===== src/rtl/primitive_assembler.sv =====
// -----------------------------------------------------------------------------
// primitive_assembler
//
// Purpose:
//   Turns a stream of screen-space vertices (signed Q16.16) into triangles for
//   list, strip and fan topologies. Supports primitive restart markers and
//   corrects strip winding so every strip triangle keeps the same orientation.
//   One registered triangle is presented per output beat; coordinates pass
//   through bit-exact.
//
// Ports:
//   clk          clock, rising edge
//   rst_n        asynchronous active-low reset
//   topo         topology: 0 list, 1 strip, 2 fan, 3 treated as list
//   vin_valid    input beat valid
//   vin_ready    input beat accepted when vin_valid && vin_ready
//   vin_restart  beat is a restart marker (coordinates ignored)
//   vin_x/vin_y  vertex coordinates
//   tri_valid    triangle output valid
//   tri_ready    downstream accepts the presented triangle
//   x0..y2       triangle vertices, winding-corrected
//   tri_id       sequence number of the presented triangle
//   partial_drop one-cycle pulse: a restart discarded an incomplete primitive
// -----------------------------------------------------------------------------
module primitive_assembler #(
    parameter int COORD_W = 32,
    parameter int ID_W    = 16
) (
    input  logic               clk,
    input  logic               rst_n,
    input  logic [1:0]         topo,
    input  logic               vin_valid,
    output logic               vin_ready,
    input  logic               vin_restart,
    input  logic [COORD_W-1:0] vin_x,
    input  logic [COORD_W-1:0] vin_y,
    output logic               tri_valid,
    input  logic               tri_ready,
    output logic [COORD_W-1:0] x0,
    output logic [COORD_W-1:0] y0,
    output logic [COORD_W-1:0] x1,
    output logic [COORD_W-1:0] y1,
    output logic [COORD_W-1:0] x2,
    output logic [COORD_W-1:0] y2,
    output logic [ID_W-1:0]    tri_id,
    output logic               partial_drop
);

    localparam logic [1:0] MODE_LIST  = 2'd0;
    localparam logic [1:0] MODE_STRIP = 2'd1;
    localparam logic [1:0] MODE_FAN   = 2'd2;

    // Assembly state
    logic [1:0]         vcnt_q, vcnt_d;
    logic               parity_q, parity_d;
    logic [1:0]         mode_q, mode_d;
    logic [COORD_W-1:0] ax_q, ax_d, ay_q, ay_d;
    logic [COORD_W-1:0] bx_q, bx_d, by_q, by_d;
    logic [ID_W-1:0]    cnt_q, cnt_d;

    // Output register
    logic               tri_valid_q, tri_valid_d;
    logic [COORD_W-1:0] x0_q, x0_d, y0_q, y0_d;
    logic [COORD_W-1:0] x1_q, x1_d, y1_q, y1_d;
    logic [COORD_W-1:0] x2_q, x2_d, y2_q, y2_d;
    logic [ID_W-1:0]    tri_id_q, tri_id_d;
    logic               pd_q, pd_d;

    logic accept;

    // Ready depends only on the output register: a beat is taken whenever the
    // output slot is free or being drained this cycle, even if the beat would
    // not complete a triangle. Held low while in reset.
    assign vin_ready = rst_n && (!tri_valid_q || tri_ready);
    assign accept    = vin_valid && vin_ready;

    always_comb begin
        vcnt_d      = vcnt_q;
        parity_d    = parity_q;
        mode_d      = mode_q;
        ax_d        = ax_q;
        ay_d        = ay_q;
        bx_d        = bx_q;
        by_d        = by_q;
        cnt_d       = cnt_q;
        tri_valid_d = tri_valid_q && !tri_ready;
        x0_d        = x0_q;
        y0_d        = y0_q;
        x1_d        = x1_q;
        y1_d        = y1_q;
        x2_d        = x2_q;
        y2_d        = y2_q;
        tri_id_d    = tri_id_q;
        pd_d        = 1'b0;

        if (accept) begin
            if (vin_restart) begin
                vcnt_d   = 2'd0;
                parity_d = 1'b0;
                pd_d     = (vcnt_q != 2'd0);
            end else begin
                case (vcnt_q)
                    2'd0: begin
                        ax_d   = vin_x;
                        ay_d   = vin_y;
                        vcnt_d = 2'd1;
                        // Mode is captured only at the start of a primitive;
                        // the reserved encoding falls back to list.
                        mode_d = (topo == MODE_STRIP || topo == MODE_FAN) ? topo : MODE_LIST;
                    end
                    2'd1: begin
                        bx_d   = vin_x;
                        by_d   = vin_y;
                        vcnt_d = 2'd2;
                    end
                    default: begin
                        // Completing vertex: load the output register.
                        tri_valid_d = 1'b1;
                        tri_id_d    = cnt_q;
                        cnt_d       = cnt_q + 1'b1;
                        x2_d        = vin_x;
                        y2_d        = vin_y;
                        if (mode_q == MODE_STRIP && parity_q) begin
                            // Odd strip triangles swap the first two vertices
                            // to keep a consistent winding.
                            x0_d = bx_q;
                            y0_d = by_q;
                            x1_d = ax_q;
                            y1_d = ay_q;
                        end else begin
                            x0_d = ax_q;
                            y0_d = ay_q;
                            x1_d = bx_q;
                            y1_d = by_q;
                        end
                        case (mode_q)
                            MODE_STRIP: begin
                                ax_d     = bx_q;
                                ay_d     = by_q;
                                bx_d     = vin_x;
                                by_d     = vin_y;
                                parity_d = !parity_q;
                            end
                            MODE_FAN: begin
                                bx_d = vin_x;
                                by_d = vin_y;
                            end
                            default: begin
                                vcnt_d = 2'd0;
                            end
                        endcase
                    end
                endcase
            end
        end
    end

    always_ff @(posedge clk or negedge rst_n) begin
        if (!rst_n) begin
            vcnt_q      <= 2'd0;
            parity_q    <= 1'b0;
            mode_q      <= MODE_LIST;
            ax_q        <= '0;
            ay_q        <= '0;
            bx_q        <= '0;
            by_q        <= '0;
            cnt_q       <= '0;
            tri_valid_q <= 1'b0;
            x0_q        <= '0;
            y0_q        <= '0;
            x1_q        <= '0;
            y1_q        <= '0;
            x2_q        <= '0;
            y2_q        <= '0;
            tri_id_q    <= '0;
            pd_q        <= 1'b0;
        end else begin
            vcnt_q      <= vcnt_d;
            parity_q    <= parity_d;
            mode_q      <= mode_d;
            ax_q        <= ax_d;
            ay_q        <= ay_d;
            bx_q        <= bx_d;
            by_q        <= by_d;
            cnt_q       <= cnt_d;
            tri_valid_q <= tri_valid_d;
            x0_q        <= x0_d;
            y0_q        <= y0_d;
            x1_q        <= x1_d;
            y1_q        <= y1_d;
            x2_q        <= x2_d;
            y2_q        <= y2_d;
            tri_id_q    <= tri_id_d;
            pd_q        <= pd_d;
        end
    end

    assign tri_valid    = tri_valid_q;
    assign x0           = x0_q;
    assign y0           = y0_q;
    assign x1           = x1_q;
    assign y1           = y1_q;
    assign x2           = x2_q;
    assign y2           = y2_q;
    assign tri_id       = tri_id_q;
    assign partial_drop = pd_q;

endmodule


===== config.mk =====
export PLATFORM = sky130hd
export DESIGN_NAME = primitive_assembler
export DESIGN_NICKNAME = d
export VERILOG_FILES = /design/src/rtl/primitive_assembler.sv
export SDC_FILE = /design/constraint.sdc
export NUM_CORES = 1
export LEC_CHECK = 0
export ABC_CLOCK_PERIOD_IN_PS = 5000
export CORE_ASPECT_RATIO = 2
export CORE_UTILIZATION = 40
export DETAILED_ROUTE_END_ITERATION = 8
export PLACE_DENSITY_LB_ADDON = 0.12
export SLEW_MARGIN = 20
export SYNTH_ARGS = -nofsm -noshare
export SYNTH_HDL_FRONTEND = slang
export SYNTH_SLANG_ARGS = --single-unit

===== constraint.sdc =====
create_clock -name clk -period 5 [get_ports clk]
set_input_delay 0.5 -clock clk [delete_from_list [all_inputs] [get_ports clk]]
set_output_delay 0.5 -clock clk [all_outputs]
set_load 0.02 [all_outputs]

# After elaboration in Yosys (flattened, before gate mapping)
# Index checks and enable logic that the tools add are counted.
# totals
ff_bits	359
inputBits	71
output_inout_bits	211
elab_cells	75
# op_classes
addsub	1
eq_ne	7
n_mux	24
bitwise_logic	4
n_reduce_logical	22
# ops
cell	count
32-bit two-way mux	8
32-bit case mux with 2 select lines	4
16-bit by 1-bit adder with 16-bit output (second input constant)	1
3-bit AND reduction	3
1-bit two-way mux	8
4-bit AND reduction	2
2-bit nonzero test	4
2-bit by 1-bit equality test with 1-bit output (second input constant)	3
2-bit two-way mux	3
2-bit equality test (second input constant)	2
1-bit logical AND	4
4-bit by 1-bit != test with 1-bit output (second input constant)	1
1-bit inverter	4
2-bit case mux with 2 select lines	1
2-bit OR reduction	2
1-bit zero test	3
2-bit zero test	1
1-bit logical OR	2
2-bit by 1-bit != test with 1-bit output (second input constant)	1
2-bit AND reduction	1

# Logic depth before layout (Yosys ltp)
# logic_depth
depth_word	5
mapped_depth	8
ltp_nobuf	6

# Worst setup path after synthesis
# No wires, ideal clock.
# synth_path
path_kind	reg-to-reg
startpoint	register tri_valid_q, in the netlist tri_valid
endpoint	register bx_q[0]
setup_ns	0.125
arrival_ns	2.037
required_time_ns	4.875
slack_ns	2.838
stages_incl_launch_ff	9
path_buffers	4
synth_period_minus_slack_ns	2.162
cell_sequence	dfrtp_1 > nor2b_4 > buf_6 > or2_1 > buf_6 > a2111o_1 > buf_6 > buf_12 > mux2_4
# synth_via
elab_chain_len	5
# synth_lines
item	line	rtl
start: declaration	62	logic tri_valid_q, tri_valid_d;
start signal: assignment	186	tri_valid_q <= tri_valid_d;
1-bit zero test	74	assign vin_ready = rst_n && (!tri_valid_q || tri_ready);
1-bit logical OR	74	
1-bit logical AND	74	
1-bit logical AND	75	assign accept = vin_valid && vin_ready;
4-bit AND reduction (no line)	n/a	
end signal: assignment	165	bx_q <= '0;
end signal: assignment	183	bx_q <= bx_d;
end: declaration	58	logic [COORD_W-1:0] bx_q, bx_d, by_q, by_d;
# Every way passes these cells.
# A chain may end at the register's enable or synchronous reset.

# Worst setup path after layout
# layout_path
startpoint	input port rst_n
endpoint	register bx_q[2]
# layout_via
elab_chain_len	3
# layout_lines
item	line	rtl
start: declaration	30	input logic rst_n,
1-bit logical AND	74	
1-bit logical AND	75	
4-bit AND reduction (no line)	n/a	
# Every way passes these cells.

==> reports/summary.txt <==
run status - finished, final reports clean
Final setup viols - 0
Critical Path AT - 3.85 ns
synthesized area per cell - 12.5 sq um
vias in the first global route - 10.4k
Net Switching - 4940 uW
post-synthesis sequential area ratio - 58.3%
r2r setup slk - 1.87 ns
worst-case reg-to-reg path depth - 5
RR Startpoint - vcnt_q[1]
Finished Layout Cells - 2029
vias - 10.1k
DRT antenna net count - 0
clk_lat worst skew - 0.52 ns
Pwr Total - 13700 uW
Routed WL - 37.1 mm
# clock sinks - 359
Comb pwr share - 42.8%
Clk network pwr share - 19.4%
Rel. slew slack - 32.3%
die area - 39400 sq um
CP max stage cell - a2111o_2
Worst R2R End - bx_q[2]
first-pass GRT wire length - 58.7 mm
height of the die - 280 um
clock root cell - clkbuf_16
Syn Std Cell Area - 15400 sq um
ranking of synthesized cells by area - dfrtp_1, mux2i_1, a21oi_1
Worst-Margin Slew - 1.02 ns
Internal Power - 8780 uW
worst vdd ir - 0.344 mV
crit path buf inv count - 3
switch share - 36.0%
initial antenna violation count - 0
Crit path max-delay family - buffers and inverters
grt total ovfl - 0
Seq pwr share - 37.8%
overall routing resource usage - 19.2%
Via density - 4.99
nets@finish - 1562
largest net degree at the start of global routing - 148
crit-path cells - dlygate4sd3_1, buf_8, nand2_1, or2_1, a2111o_2, buf_4, mux2_4
Warnings, synthesis - 0
Core Region - 38000 sq um
Final TNS setup - 0 ns
CP max stage delay - 0.83 ns
CTS tree - built
first drt pass iteration count - 4
post-synth top area share - 58.3%
Worst Hold Slack - 0.462 ns
gp weighted congestion - 0.768
DP HPWL - 24.3 mm
# IOs - 282
clock tree buffer depth - 3
Ant. Diodes - 0
PortBufs - 281
HP Class - primary input to async pin
Worst setup SP type - primary input
Synth Register Bits - 359
setup bufs post-CTS - 0
crit path time final - 3.45 ns
placed insts - 1966
most common cell after layout, fill and taps aside - dfrtp_1
crit path kind - primary input to flop
final hold violations - 0
row cnt - 101
Setup crit end kind - flop
post-synth net total - 1310
most frequent cells in the layout - dfrtp_1, clkdlybuf4s50_1, nor2_1, a21oi_1, mux2i_1
RSZ-0062 raised after global routing - no
DR iter-0 viols - 305
Die X - 141 um
Final period util - 69.0%
Slew Viols, Final - 0
WL/cell - 18.3 um
layout cells sized above 1 - 14.8%
Leak Pwr - 0.00930 uW
clock slew seen by the registers of the worst setup and hold paths - 0.06 ns
Critical Path RT - 5.40 ns
H-tree depth - 2
Starting Density - 40.5%
Fmax - 0.290 GHz
CTS Buf Count - 35
Crit Path Max Fanout - 44
Gate Count Post-Synth - 1237
PwrDens - 694 nW/um^2
# Max-Cap Violations - 0
area leader, netlist - dfrtp_1
Unique masters post-synth - 32
fillcell total - 3378
worst clock skew - 0.0163 ns
Area growth syn-to-layout - 28.1%
DR DRC count - 0
-- stage by stage --
step	cell area, sq um	setup slack [ns]	utilization [%]
after floorplan	15400	2.84	-
after global placement	18600	1.54	48.9
after detailed placement	18600	1.48	48.9
after CTS	19800	1.53	51.9
after global routing	19800	1.40	51.9
final	19800	1.55	51.9
-- cell usage after synthesis, drive strengths merged --
library cell	n
mux2i	193
buf	58
nand2b	2
clkbuf	25
nand2	9
nand3	4
xor2	3
mux2	146
nor2b	3
o22ai	1
nand4	5
xnor2	12
a21oi	194
a2111oi	1
nand4b	1
o2bb2ai	2
inv	3
dfrtp	359
and3	5
nor2	197
nor4	4
a2111o	1
ha	2
nor3	3
a31oi	1
or2	3
-- sequential cells by signal, summed over array words and instances, names as in the netlist, 2 cells and up --
| signal | count |
|---|---|
| ax_q | 32 |
| ay_q | 32 |
| bx_q | 32 |
| by_q | 32 |
| x0 | 32 |
| x1 | 32 |
| x2 | 32 |
| y0 | 32 |
| y1 | 32 |
| y2 | 32 |
| cnt_q | 16 |
| tri_id | 16 |
| mode_q | 2 |
| vcnt_q | 2 |
-- repair_timing --
item | 4_1_cts | 5_1_grt
hold buffers | 1 | 0
hold endpoints to repair | 39 | 0
resized for setup | 0 | 0
-- cells by family (layout without fill, tap and decap cells) --
logic type      count (synthesis)  in the layout  share of synthesized area [%]
compound gates                200            200                           6.62
xor+xnor                       15             15                          0.852
simple gates                  236            236                           6.24
mux                           339            339                           24.6
flops                         359            359                           58.3
fa+ha+maj                       2              2                          0.162
buf+inv                        86            363                           3.22
-- metal layers --
metal	global-route usage, %	vias to the layer above	wire (um)
met1	22.6	5034	14600
met2	34.8	221	19800
met5	0	-	0
li1	-	4815	-
met3	3.62	49	1760
met4	6.33	0	935
-- worst max-delay path by stage --
stage | cells past startpoint | endpoint | slack [ns] | startpoint
final | 7 | bx_q[2] | 1.55 | rst_n
after global routing | 7 | bx_q[9] | 1.40 | rst_n
after CTS | 7 | bx_q[2] | 1.53 | rst_n
after detailed placement | 6 | bx_q[9] | 1.48 | tri_ready
after global placement | 6 | bx_q[9] | 1.54 | tri_ready
after floorplan | 8 | bx_q[0] | 2.84 | tri_valid
-- area by class of cell --
class | instances | area, sq um | share of cell area [%]
Tap cell | 515 | 644 | 3.26
Clock buffer | 51 | 1030 | 5.21
Clock inverter | 11 | 105 | 0.532
Sequential cell | 359 | 8980 | 45.5
Multi-Input combinational cell | 792 | 5970 | 30.2
Inverter | 3 | 11.3 | 0.0570
Timing Repair Buffer | 298 | 3010 | 15.2
-- worst register-to-register path, cell delays in order, from the launching register on --
cell and delay, ns:
dfrtp_1 0.48, nor2_4 0.13, buf_4 0.43, a2111o_2 0.77
buf_4 0.80, mux2_4 0.40
-- power groups by stage --
stage               clock, uW  combinational, uW  sequential [uW]
finish                   2660               5870             5190
floorplan                   0               2580             6060
global route             2860               6310             5390
global placement            0               5890             5190
detailed placement          0               5950             5250
CTS                      2750               5970             5210
Power figures use the tool's default switching activity.
